==> config.mk <==
export PLATFORM = sky130hd
export DESIGN_NAME = data_mem_arbiter
export DESIGN_NICKNAME = d
export VERILOG_FILES = /design/src/rtl/data_mem_arbiter.sv
export SDC_FILE = /design/constraint.sdc
export NUM_CORES = 1
export LEC_CHECK = 0
export CAP_MARGIN = 20
export CORE_AREA = 2 2 218 220
export CTS_BUF_LIST = sky130_fd_sc_hd__clkbuf_4
export CTS_CLUSTER_DIAMETER = 150
export DETAILED_ROUTE_END_ITERATION = 6
export DIE_AREA = 0 0 220 222
export DONT_BUFFER_PORTS = 1
export SKIP_LAST_GASP = 1
export SYNTH_ARGS = -nofsm -noshare
export SYNTH_HDL_FRONTEND = slang
export SYNTH_SLANG_ARGS = --single-unit
==> constraint.sdc <==
create_clock -name clk -period 7.06 [get_ports clk]
set_clock_uncertainty 0.2 [all_clocks]
set_input_delay 1.412 -clock clk [delete_from_list [all_inputs] [get_ports clk]]
set_output_delay 1.412 -clock clk [all_outputs]
set_load 0.02 [all_outputs]
==> src/rtl/data_mem_arbiter.sv <==
// Round-robin arbiter for the shared single-cycle data memory port, with memory dump sequencing.
// Define DMA_ADDR_CHECK_EN to reject accesses at or beyond MEM_WORDS (addr_err instead of a memory access).
module data_mem_arbiter #(
    parameter int NUM_REQ      = 4,
    parameter int ADDR_W       = 16,
    parameter int DATA_W       = 64,
    parameter int MEM_WORDS    = 15451,
    parameter int SAVE_TIMEOUT = 1024
) (
    input  logic                        clk,
    input  logic                        rst,
    input  logic [NUM_REQ-1:0]          req,
    input  logic [NUM_REQ-1:0]          req_we,
    input  logic [NUM_REQ*ADDR_W-1:0]   req_addr,
    input  logic [NUM_REQ*DATA_W-1:0]   req_wdata,
    output logic [NUM_REQ-1:0]          grant,
    output logic [NUM_REQ-1:0]          rvalid,
    output logic [DATA_W-1:0]           rdata,
    output logic                        addr_err,
    input  logic                        save_req,
    output logic                        save_done,
    output logic                        save_err,
    output logic [ADDR_W-1:0]           mem_address,
    output logic [DATA_W-1:0]           mem_inputData,
    output logic                        mem_writeEnable,
    output logic                        mem_save,
    input  logic [DATA_W-1:0]           mem_out,
    input  logic                        mem_done_saving
);

    localparam int IDX_W = (NUM_REQ > 1) ? $clog2(NUM_REQ) : 1;

    localparam logic [2:0] S_IDLE       = 3'd0;
    localparam logic [2:0] S_ACCESS     = 3'd1;
    localparam logic [2:0] S_RESP       = 3'd2;
    localparam logic [2:0] S_SAVE_PULSE = 3'd3;
    localparam logic [2:0] S_SAVE_WAIT  = 3'd4;

`ifdef DMA_ADDR_CHECK_EN
    localparam bit ADDR_CHECK = 1'b1;
`else
    localparam bit ADDR_CHECK = 1'b0;
`endif
    localparam logic [ADDR_W:0] MEM_LIMIT = (ADDR_W+1)'(MEM_WORDS);

    logic [2:0]        state;
    logic [IDX_W-1:0]  rr_ptr;
    logic [IDX_W-1:0]  cur_idx;
    logic              cur_we;
    logic              cur_oob;
    logic [15:0]       save_cnt;

    logic              pick_valid;
    logic [IDX_W-1:0]  pick_idx;
    logic [IDX_W-1:0]  cand;
    logic [ADDR_W-1:0] pick_addr;
    logic [DATA_W-1:0] pick_wdata;
    logic              pick_oob;

    // Search starts just after the last winner, so a held request drops to lowest priority.
    always_comb begin
        pick_valid = 1'b0;
        pick_idx   = '0;
        cand       = '0;
        for (int k = 1; k <= NUM_REQ; k++) begin
            cand = IDX_W'((int'(rr_ptr) + k) % NUM_REQ);
            if (!pick_valid && req[cand]) begin
                pick_valid = 1'b1;
                pick_idx   = cand;
            end
        end
    end

    assign pick_addr  = req_addr[pick_idx*ADDR_W +: ADDR_W];
    assign pick_wdata = req_wdata[pick_idx*DATA_W +: DATA_W];
    assign pick_oob   = ADDR_CHECK && ({1'b0, pick_addr} >= MEM_LIMIT);

    assign mem_writeEnable = (state == S_ACCESS) && cur_we && !cur_oob;
    assign mem_save        = (state == S_SAVE_PULSE);

    always_ff @(posedge clk or posedge rst) begin
        if (rst) begin
            state         <= S_IDLE;
            rr_ptr        <= IDX_W'(NUM_REQ - 1);
            cur_idx       <= '0;
            cur_we        <= 1'b0;
            cur_oob       <= 1'b0;
            save_cnt      <= '0;
            grant         <= '0;
            rvalid        <= '0;
            rdata         <= '0;
            addr_err      <= 1'b0;
            save_done     <= 1'b0;
            save_err      <= 1'b0;
            mem_address   <= '0;
            mem_inputData <= '0;
        end else begin
            grant     <= '0;
            rvalid    <= '0;
            addr_err  <= 1'b0;
            save_done <= 1'b0;
            save_err  <= 1'b0;
            case (state)
                S_IDLE: begin
                    // Timeout is counted from the mem_save cycle, hence the load on entry.
                    if (save_req) begin
                        save_cnt <= 16'(SAVE_TIMEOUT);
                        state    <= S_SAVE_PULSE;
                    end else if (pick_valid) begin
                        grant         <= NUM_REQ'(1) << pick_idx;
                        rr_ptr        <= pick_idx;
                        cur_idx       <= pick_idx;
                        cur_we        <= req_we[pick_idx];
                        cur_oob       <= pick_oob;
                        mem_address   <= pick_oob ? '0 : pick_addr;
                        mem_inputData <= pick_wdata;
                        state         <= S_ACCESS;
                    end
                end
                S_ACCESS: begin
                    rdata <= cur_oob ? '0 : (cur_we ? mem_inputData : mem_out);
                    state <= S_RESP;
                end
                S_RESP: begin
                    rvalid   <= NUM_REQ'(1) << cur_idx;
                    addr_err <= cur_oob;
                    state    <= S_IDLE;
                end
                S_SAVE_PULSE: begin
                    save_cnt <= (save_cnt == 16'd0) ? 16'd0 : save_cnt - 16'd1;
                    state    <= S_SAVE_WAIT;
                end
                S_SAVE_WAIT: begin
                    if (mem_done_saving) begin
                        save_done <= 1'b1;
                        state     <= S_IDLE;
                    end else if (save_cnt <= 16'd1) begin
                        save_cnt  <= 16'd0;
                        save_done <= 1'b1;
                        save_err  <= 1'b1;
                        state     <= S_IDLE;
                    end else begin
                        save_cnt <= save_cnt - 16'd1;
                    end
                end
                default: state <= S_IDLE;
            endcase
        end
    end

endmodule

==> metrics.md, run 1 <==
| Metric | Value |
|---|---|
| Status | `finished clean` |
| Net Count, Synth | `1,534` |
| Resized Gates After CTS | `0` |
| P&R area growth vs syn | `7.887%` |
| CP cell instances | `nor2_4 > buf_4 > nor2_4 > buf_4 > a32oi_1 > a31oi_1` |
| Min-delay worst type | `reg -> reg` |
| Sequential share of the synthesized area | `0.4424` |
| Leakage dissipation | `4.227 nW` |
| CTS sink count | `178` |
| Worst-Margin Slew | `1.063 ns` |
| Hold Buf Count CTS | `0` |
| Num CTS Buffers | `17` |
| Worst setup SP type | `input pin` |
| Synth unique cells | `53` |
| Share of layout cells above drive strength 1 | `0.05749` |
| Crit-path max FO | `52` |
| Core Area | `46,260 µm²` |
| Slew headroom | `0.2916` |
| DIE WIDTH | `220 µm` |
| 1st-iter DRT viols | `896` |
| Post-CTS setup buffers | `0` |
| Final setup viols | `0` |
| Worst-Skew Late Latency | `0.76 ns` |
| Syn Std Cell Area | `10,070 µm²` |
| CP required | `7.47 ns` |
| Top_reg_cell synth | `dfrtp_1` |
| CP peak stage delay | `0.65 ns` |
| WHS | `0.2504 ns` |
| IO Pins | `553` |
| Antenna violations before repair | `5` |
| Yosys top cell area share | `0.4372` |
| Die height | `222 µm` |
| Post-DR wirelength/cell | `24.67 µm` |
| MaxCap Viol Count | `0` |
| Share of the clock period used by the worst path | `0.5172` |
| GRT Total Usage | `0.1644` |
| Final Hold Vio Count | `0` |
| GPL Wtd Cong | `1.008` |
| Post-DP HPWL | `29,130 µm` |
| CP endpoint kind | `flip-flop` |
| Initial Util | `0.2178` |
| Ys Warns | `0` |
| Residual overflow from global routing | `0` |
| Routed vias/inst | `5.610` |
| Worst EP arrival | `4.06 ns` |
| Root Buffer | `clkbuf_4` |
| Crit path buffers/inverters | `2` |
| Wirelength, routed | `41,340 µm` |
| Max-slew violation count | `0` |
| Clock Tree Buf Depth | `2` |
| Fin crit period | `3.651 ns` |
| Yosys reg bits | `178` |
| DR vias | `9,403` |
| Synth area leaders | `dfrtp_1 44%, a32oi_1 7.1%, mux2i_1 6.6%` |
| Input/output buffers | `0` |
| Largest net degree at the start of global routing | `86` |
| CP delay by family, top | `buffers and inverters` |
| Fmax | `273.9 MHz` |
| H-tree depth | `4` |
| Post-Synthesis Cells | `1,135` |
| Crit path kind | `in -> reg` |
| Post-synth EDFFs | `0` |
| CP max-delay cell | `buf_4` |
| Die area | `48,840 µm²` |
| Antenna-violating nets left | `0` |
| VDD IR max | `0.1741 mV` |
| Power Dens Cells | `521.2 nW/µm²` |
| Setup_tns | `0 ns` |
| First-pass GRT wire length | `59,170 µm` |
| DRC viols | `0` |
| CTS tree | `built` |
| RSZ-0062 raised after global routing | `no` |
| Syn_area_per_cell | `8.875 µm²` |
| Worst-path clk slew | `0.17 ns` |
| # rows | `79` |
| DRT Pass-1 Iters | `5` |
| Dominant cell type by area after synthesis | `dfrtp_1` |
| Number of global-route vias before repair | `9,136` |
| # nets final | `1,447` |
| Post-synth ARST share | `1.000` |
## layout make-up
class,instances,area [µm²]
Antenna cell,8,20.02
Clock buffer,18,135.1
Clock inverter,14,176.4
Fill cell,5024,35390
Inverter,8,37.54
Multi-Input combinational cell,828,5146
Sequential cell,178,4461
Tap cell,607,759.5
Timing Repair Buffer,15,132.6
## per-layer routing
| layer | vias up | part of all wire | GRT usage |
|---|---|---|---|
| li1 | 4081 | - | - |
| met1 | 4627 | 0.39 | 0.1957 |
| met2 | 609 | 0.47 | 0.2608 |
| met3 | 86 | 0.11 | 0.06461 |
| met4 | 0 | 0.029 | 0.07231 |
| met5 | - | 0 | 0 |
## per-stage QoR
step	setup slack (ns)	instance area, µm²	instances	total power (W)	util
2_1_floorplan	0.6211	10070	1135	0.004228	-
3_3_place_gp	2.665	10510	1635	0.004925	0.2272
3_5_place_dp	2.583	10510	1635	0.005006	0.2272
4_1_cts	3.258	10820	1667	0.005691	0.2339
5_1_grt	3.186	10870	1676	0.006093	0.2349
6_report	3.409	10870	1676	0.005664	0.2349
## cells in the final DEF (no fill, tap or decap), types with 2 or more instances in the layout
master      synthesis  final
nor3b_1             3      3
bufinv_16           0      3
clkinv_1            0      2
a21o_1             87     87
buf_4               2     14
inv_8               0      2
nor3_1              4      4
nand3b_1            2      2
and3_1              3      3
inv_1               8      7
inv_6               0      4
nand3_1            86     86
a22oi_1             4      4
a21oi_1            72     72
dfstp_2             2      2
clkinvlp_4          0      2
mux2i_1            66     66
o31ai_1             6      6
o21ai_0            93     93
nand2_1            19     19
o221ai_1            2      2
nand2b_1            3      3
o211ai_1            4      4
nor2_4              0      2
clkbuf_4            0     18
or3_1               4      4
nor2_1            168    167
o41ai_1             2      2
a31oi_1            81     81
and2_1              4      3
dfrtp_1           176    175
diode_2             0      8
and4_1              2      2
nor4_1              4      4
clkinv_4            0      2
o21a_1              3      2
a32oi_1            82     82
ha_1                3      3
## state kept, by name (all words and copies together), names as in the netlist
register       count
mem_inputData     64
rdata             64
mem_address       16
save_cnt          16
grant              4
rvalid             4
state              3
cur_idx            2
rr_ptr             2
cur_we             1
save_done          1
save_err           1
## final timing paths
| path | startpoint | endpoint | slack (ns) | cells after the start |
|---|---|---|---|---|
| hold reg to reg | cur_idx[0] | rvalid[2] | 0.25 | 1 |
| max in group asynchronous | rst | rdata[22] | 5.09 | 2 |
| min in group asynchronous | rst | cur_we | 0.33 | 1 |
| hold / removal | cur_idx[0] | rvalid[2] | 0.25 | 1 |
| setup reg to reg | rr_ptr[1] | mem_address[7] | 3.82 | 6 |
| setup / recovery | req[3] | mem_address[7] | 3.41 | 6 |
## cells by family (layout without fill, tap and decap cells)
group,Yosys count,after routing,share of synthesized area
xor gates and xnor gates,1,1,0.0008696
buffers and inverters,129,55,0.05229
adders and majority gates,3,3,0.003727
and+or+nand+nor,310,310,0.1381
muxes,66,66,0.06558
AOI/OAI and AO/OA,447,447,0.2966
other,1,9,0.0003723
DFF,178,178,0.4424
## cells in the mapped netlist (all sizes together) (3+ instances only)
library cell	count
inv	8
nor4	5
nor3b	3
clkbuf	84
ha	3
o21ai	94
and3	3
nand2b	3
a21oi	72
nor2	169
o41ai	3
o31ai	6
nand2	19
o211ai	4
a31oi	81
and2	4
dfrtp	176
buf	37
nand3	86
nor3	4
or3	4
o21a	3
a21o	87
a22oi	4
a32oi	82
mux2i	66
## where the power goes
part           switching, W  leakage [nW]  internal, W  total (W)
combinational       0.00154          2.04     0.000860    0.00240
clock              0.000415         0.161     0.000254   0.000669
sequential          0.00110          2.03      0.00150    0.00260
total               0.00305          4.23      0.00261    0.00566
(Power assumes the default switching activity.)
==> run 2: changes to the inputs <==
- clock period: 7.06 -> 3.57 ns (I/O delays scaled with it)
==> run 2 against run 1 <==
Against the previous run: sequential cell count unchanged; die area unchanged; largest power group is now combinational logic; hold slack worse by 0.11 ns.
==> metrics.md, run 2 (synthesis results as in run 1) <==
| Metric | Value |
|---|---|
| Status | `finished clean` |
| GPL Wtd Cong | `0.9309` |
| DR vias | `11,240` |
| Share of layout cells above drive strength 1 | `0.05832` |
| # nets final | `1,778` |
| IO Pins | `553` |
| Number of global-route vias before repair | `11,340` |
| Min-delay worst type | `in -> reg` |
| First-pass GRT wire length | `68,370 µm` |
| # rows | `79` |
| CP max-delay cell | `dfstp_2` |
| CP cell instances | `and3b_1 > a211o_4 > buf_12 > nand3_1 > a21o_1 > dlygate4sd3_1 > a31oi_1 > dlygate4sd3_1` |
| Area occupied by multi-input gates | `5184 µm²` |
| Final setup viols | `0` |
| Power Dens Cells | `920.1 nW/µm²` |
| Die area | `48,840 µm²` |
| Setup_tns | `0 ns` |
| Filler Cells Inserted | `4,690` |
| Slew headroom | `0.4788` |
| P&R area growth vs syn | `41.88%` |
| Crit-path max FO | `50` |
| CTS sink count | `178` |
| Worst EP arrival | `3.92 ns` |
| Commonest non-fill, non-tap cells in the layout | `313 x dlygate4sd3_1, 175 x dfrtp_1, 167 x nor2_1, 93 x o21ai_0, 87 x a21o_1` |
| Post-DP HPWL | `30,510 µm` |
| GRT Total Usage | `0.1880` |
| Wirelength, routed | `49,060 µm` |
| Root Buffer | `clkbuf_4` |
| WHS | `0.1442 ns` |
| Clock Tree Buf Depth | `2` |
| Core Area | `46,260 µm²` |
| Initial Util | `0.2178` |
| Fmax | `289.0 MHz` |
| CP required | `4.03 ns` |
| 1st-iter DRT viols | `1,032` |
| R2R Setup Slk | `0.11 ns` |
| Share of the clock period used by the worst path | `0.9691` |
| CTS tree | `built` |
| Final Hold Vio Count | `0` |
| RSZ-0062 raised after global routing | `yes` |
| Input/output buffers | `0` |
| DRT Pass-1 Iters | `6` |
| Biggest regs | `mem_inputData (64), rdata (64)` |
| Fin crit period | `3.460 ns` |
| Post-DR wirelength/cell | `24.46 µm` |
| CP peak stage delay | `0.66 ns` |
| Residual overflow from global routing | `0` |
| H-tree depth | `4` |
| Register area | `4461 µm²` |
| MaxCap Viol Count | `0` |
| Largest net degree at the start of global routing | `99` |
| DIE WIDTH | `220 µm` |
| DRC viols | `0` |
| Routed vias/inst | `5.604` |
| CP dominant cell by count | `dlygate4sd3_1` |
| VDD IR max | `0.4268 mV` |
| Num CTS Buffers | `17` |
| Antenna violations before repair | `5` |
| Most common cell after layout, fill and taps aside | `dlygate4sd3_1` |
| Leakage dissipation | `5.506 nW` |
| Crit path kind | `reg -> reg` |
| Worst-path clk slew | `0.15 ns` |
| CP endpoint kind | `flip-flop` |
| Max-slew violation count | `0` |
| Die height | `222 µm` |
| Antenna-violating nets left | `0` |
| Worst setup SP type | `flip-flop` |
| Worst-Margin Slew | `0.7819 ns` |
| Worst-Skew Late Latency | `0.74 ns` |
[run 2: changes by cell type in the layout (fill, tap and decap cells not counted), sizes merged]
cell and delta:
o21ai +1, buf +15, dlygate4sd3 +313, clkbuf +1
a211o +1, diode +2, inv -5, bufinv +1
o21a +1
[run 2: area by class of cell]
| class | count | share of cell area |
|---|---|---|
| antenna | 10 | 0.001751 |
| inverter | 8 | 0.002364 |
| timing repair buffer | 343 | 0.2466 |
| tap | 607 | 0.05314 |
| clock inverter | 10 | 0.01138 |
| multi-input combinational | 831 | 0.3627 |
| sequential | 178 | 0.3121 |
| clock buffer | 19 | 0.009980 |
[run 2: critical path: cells and delay by family, from the launching register on]
family | cells | cell delay [ns]
buf+inv | 3 | 1.39
flops | 1 | 0.66
compound gates | 3 | 0.57
simple gates | 2 | 0.55
[run 2: final timing paths]
path / startpoint / endpoint / cells past startpoint
setup / recovery: rr_ptr[1] / mem_inputData[62] / 8
min in group asynchronous: rst / rvalid[1] / 3
setup reg to reg: rr_ptr[1] / mem_inputData[62] / 8
max in group asynchronous: rst / mem_inputData[58] / 3
hold reg to reg: cur_idx[1] / rvalid[1] / 1
hold / removal: req_wdata[146] / mem_inputData[18] / 3
[run 2: metal layers]
| layer | global-route usage | part of all wire |
|---|---|---|
| met1 | 0.2081 | 0.38 |
| met5 | 0 | 0 |
| met2 | 0.3132 | 0.47 |
| met3 | 0.06694 | 0.10 |
| met4 | 0.1011 | 0.049 |
[run 2: report_power, final]
part           total (W)  leakage, nW  internal (W)  switching [W]
Clock            0.00135        0.162      0.000560       0.000789
Combinational    0.00672         3.32       0.00310        0.00361
Sequential       0.00508         2.03       0.00296        0.00212
[run 2: through the flow]
step | area (µm²) | total power, W | cells | worst slack [ns] | utilization
after detailed placement | 10710 | 0.01008 | 1644 | 0.7697 | 0.2316
after CTS | 14150 | 0.01282 | 1986 | 0.03312 | 0.3059
after floorplan | 10080 | 0.008362 | 1135 | 0.3770 | -
final | 14290 | 0.01315 | 2006 | 0.1103 | 0.3090
after global placement | 10710 | 0.009925 | 1644 | 0.7768 | 0.2316
after global routing | 14290 | 0.01396 | 2003 | 0.008120 | 0.3088
[run 2: what timing repair did]
action / in CTS / in global routing
hold buffers: 313 / 0
setup endpoints to repair: 0 / 66
endpoints found under the hold margin: 324 / 0
resized for setup: 0 / 12
setup buffers: 0 / 7
==> variant 1: new RTL, flow settings as in run 1 <==
Put one more register stage on the output `save_err`, without a reset. The value now appears one clock later. The other outputs are not delayed to match.
--- a/src/rtl/data_mem_arbiter.sv
+++ b/src/rtl/data_mem_arbiter.sv
@@ -43,4 +43,6 @@
 `endif
     localparam logic [ADDR_W:0] MEM_LIMIT = (ADDR_W+1)'(MEM_WORDS);
+
+    logic save_err_s0;
 
     logic [2:0]        state;
@@ -92,5 +94,5 @@
             addr_err      <= 1'b0;
             save_done     <= 1'b0;
-            save_err      <= 1'b0;
+            save_err_s0   <= 1'b0;
             mem_address   <= '0;
             mem_inputData <= '0;
@@ -100,5 +102,5 @@
             addr_err  <= 1'b0;
             save_done <= 1'b0;
-            save_err  <= 1'b0;
+            save_err_s0 <= 1'b0;
             case (state)
                 S_IDLE: begin
@@ -138,5 +140,5 @@
                         save_cnt  <= 16'd0;
                         save_done <= 1'b1;
-                        save_err  <= 1'b1;
+                        save_err_s0 <= 1'b1;
                         state     <= S_IDLE;
                     end else begin
@@ -149,4 +151,8 @@
     end
 
+    always_ff @(posedge clk) begin
+        save_err <= save_err_s0;
+    end
+
 endmodule
 
Function: not settled (the Yosys comparison gave no result); the edit may change what the design does.
==> variant 1 against run 1 <==
  * Power grew 1.4%
  * Cell area up 0.22%
  * Sequential cell count increased by 1
  * Sequential share of layout area grew 0.094 points
  * Wire length is 2.1% higher
  * Setup slack improved by 0.074 ns
  * Area after synthesis is 0.20% higher
  * Synthesized cell count hardly changed
  * Hold slack got worse by 0.089 ns
  * Global-route usage rose by 0.082 points
  * Cell count down 0.12%
==> variant 1: results (changes against run 1) <==
worst r2r dst=mem_inputData[51]; first-pass GRT wire length=58.9 mm (-0.51%); Clock power frac=12.3% (+0.5 points); Post-DP HPWL=29.9 mm (+2.6%); relative slew slack=28.9% (-0.22 points); placed cell area=10,500 µm² (+0.31%); Slowest-stage cell, CP=dfrtp_4; Seq/Total Area, Yosys=44.4% (+0.11 points); routability cong.=0.933 (-7.4%); metal3 WL=4.36 mm (-0.84%); outcome=complete, no violations; CP Max Fanout=29 (-44%); routed via count=9,510 (+1.1%); met3 usage=5.83% (-0.63 points); worst stage delay on the critical path=0.79 ns (+0.14 ns); R2R setup slack=3.76 ns (-0.06 ns); Critical Path Sink=mem_writeEnable; PwrDens=527 nW/µm² (+1.2%); Int Pwr=2660 µW (+1.7%); M1 WL=16.4 mm (+1.3%); DRT iter0 DRCs=1,155 (+29%); Syn Area/Cell=8.89 µm² (+0.11%); WL final=42.2 mm (+2.1%); Unique masters post-synth=54 (+1.9%); peak supply drop=0.213 mV (+23%); DR WL met2=19.9 mm (+1.9%); largest net degree at the start of global routing=95 (+10%); worst hold slack=0.162 ns (-0.0888 ns); pre-CTS setup slack=2.78 ns (+0.201 ns); Hold Path Stages=0 (-1); Hold Path End=save_err; static leakage=0.00425 µW (+0.45%); uppermost layer routed=met5; Setup crit start=cur_we; FFs w/ async S/R, synth=99.4% (-0.56 points); vias in the first global route=8,875 (-2.9%); vias per cell=5.68 (+1.3%); Worst path top cell family by delay=flip-flops; post-layout worst setup margin=3.48 ns (+0.0743 ns); initial antenna violation count=8 (+3)
[variant 1: worst register-to-register path: cells and delay by family (launching register included)]
family / cells / cell delay (ns)
flip-flops: 1 / 0.66
buffers and inverters: 1 / 0.74
AO/OA/AOI/OAI: 4 / 1.41
multiplexers: 1 / 0.22
[variant 1: final cells by class]
type                    count  area (µm²)
fillers                  5037       35400
multi-input cells         828        5150
flip-flops and latches    179        4480
well taps                 607         759
clock inverters            14         200
clock buffers              18         135
repair buffers             14         118
inverters                   8        37.5
diodes                      6        15.0
[variant 1: kinds of logic (layout without fill, tap and decap cells)]
logic type | Yosys count | after routing | share of synthesized area (%)
simple gates | 310 | 310 | 13.8
flops | 179 | 179 | 44.4
fa+ha+maj | 3 | 3 | 0.372
buf+inv | 129 | 54 | 5.22
mux | 66 | 66 | 6.55
xor+xnor | 1 | 1 | 0.0868
other cells | 1 | 7 | 0.0372
compound gates | 447 | 447 | 29.6
==> variant 2: new RTL, config.mk and constraints of run 1 <==
Without the edit above. The parameter `ADDR_W` goes from 16 to 17.
--- a/src/rtl/data_mem_arbiter.sv
+++ b/src/rtl/data_mem_arbiter.sv
@@ -3,5 +3,5 @@
 module data_mem_arbiter #(
     parameter int NUM_REQ      = 4,
-    parameter int ADDR_W       = 16,
+    parameter int ADDR_W       = 17,
     parameter int DATA_W       = 64,
     parameter int MEM_WORDS    = 15451,
Ports: changed (resized mem_address and req_addr); port bits go from 553 to 558. No check against the original RTL was run, so the function may have changed too.
==> variant 2 against run 1 <==
  * Clock power decreased by 6.1%
  * Power grew 0.51%
  * Critical path depth down 4
  * Synthesized cell count fell by 6.3%
  * Sequential cell count rose by 1
  * Combinational power grew 3%
  * Cell area fell by 0.77%
  * Register-to-register slack improved by 0.22 ns
  * Die area stayed put
  * Wire length is 4.3% higher
  * Setup slack improved by 0.18 ns
  * Area after synthesis is 1.9% lower
  * Largest cell class unchanged
  * Largest power group unchanged
==> variant 2: results (changes against run 1) <==
outcome=complete, no violations; post-synthesis mux area share=6.69% (+0.13 points); FFs w/ async S/R, synth=100% (unchanged); R2R setup slack=4.04 ns (+0.22 ns); top_reg_cell synth=dfrtp_1; number of setup buffers added after CTS=0 (unchanged); vias per cell=5.71 (+1.8%); static leakage=0.00407 µW (-3.7%); worst slew pin tran=1.07 ns (+0.0105 ns); drt pass-1 iters=6 (+1); GRT Overall Usage=17.2% (+0.75 points); layout cells sized above 1=7.30% (+1.6 points); Synth Area in Adders=0.380% (+0.0073 points); Arrival @ worst endpoint=1.86 ns (-2.20 ns); CTS Buffer Depth=2 (unchanged); CP Max Fanout=8 (-85%); Synth Area in XOR/XNOR=0% (-0.087 points); Post-DP HPWL=30.1 mm (+3.3%); Commonest cells post-synth=dfrtp_1 (177), a21oi_1 (157), o21ai_0 (93); top flop regs=mem_inputData x64, rdata x64, mem_address x17; TritonCTS Buffers=17 (unchanged); WL final=43.1 mm (+4.3%); DRT iter0 DRCs=727 (-19%); nets=1,390 (-3.9%); clk_lat worst skew=0.71 ns (-0.05 ns); initial antenna violation count=15 (+10); Worst path top cell family by delay=simple AND/OR/NAND/NOR gates; worst stage delay on the critical path=0.48 ns (-0.17 ns); Area contributors post-synth=dfrtp_1 (45%), a221o_1 (8.3%), a21oi_1 (8.0%), o22a_1 (7.4%), mux2i_1 (6.7%); Synth Net Count=1,467 (-4.4%); Slowest-stage cell, CP=dfrtp_1; first-pass GRT wire length=61.5 mm (+3.9%); peak supply drop=0.224 mV (+29%); Seq/Total Area, Yosys=45.4% (+1.1 points); Filler cells=5,030 (+0.12%); largest net degree at the start of global routing=94 (+9.3%); routability cong.=0.872 (-13%); vias in the first global route=9,094 (-0.46%); IO buf count=0 (unchanged); cts repair resizes=0 (unchanged); clock-pin slew on the worst setup and hold paths=0.16 ns; compound-cell area share of the yosys netlist=31.1% (+1.4 points); Unique masters post-synth=48 (-9.4%)
## variant 2: cell count changes in the layout (fill, tap and decap cells not counted), sizes merged, moves of 7 or more
cell,change
a21oi,+86
o22a,+82
a21o,-87
diode,+8
a32oi,-82
a31oi,-78
nor2,-84
nor3,+7
a221o,+82
nand2,+7
or4,+7
o21ai,+7
## variant 2: report_power, final
group / switching, µW / internal, µW / total [µW]
clock network: 400 / 229 / 628
logic: 1530 / 951 / 2480
registers: 1070 / 1510 / 2580
## variant 2: cells by family after synthesis
group           Yosys count
compound gates          453
simple gates            243
mux                      66
buf+inv                 119
fa+ha+maj                 3
other cells               1
flops                   179
## variant 2: through the flow
step	instances	util, %	instance area (µm²)	setup WS (ns)	hold WS, ns
floorplan	1064	-	9880	0.593	0.248
global placement	1574	22.6	10400	3.19	0.286
detailed placement	1574	22.6	10400	3.10	0.291
CTS	1606	23.2	10700	3.43	0.314
global route	1622	23.3	10800	3.38	0.351
finish	1623	23.3	10800	3.59	0.304
## variant 2: layout make-up
type	instances	share of cell area (%)
Clock buffer	22	1.53
Multi-Input combinational cell	766	46.8
Sequential cell	179	41.6
Inverter	8	0.348
Clock inverter	10	1.04
Antenna cell	16	0.371
Timing Repair Buffer	15	1.23
Tap cell	607	7.04
## variant 2: per-layer routing
layer  wire (µm)  GRT usage, %
met1       15700          19.0
met2       20100          28.0
met3        4890          6.87
met4        2340          9.57
met5          27             0
## variant 2: final timing paths
| kind | startpoint | end | depth (start not counted) |
|---|---|---|---|
| max in group asynchronous | rst | mem_inputData[18] | 2 |
| min in group asynchronous | rst | rdata[62] | 1 |
| setup / recovery | state[2] | mem_writeEnable | 2 |
| hold reg to reg | cur_idx[0] | rvalid[2] | 1 |
| hold / removal | cur_idx[0] | rvalid[2] | 1 |
| setup reg to reg | rr_ptr[1] | mem_address[8] | 5 |
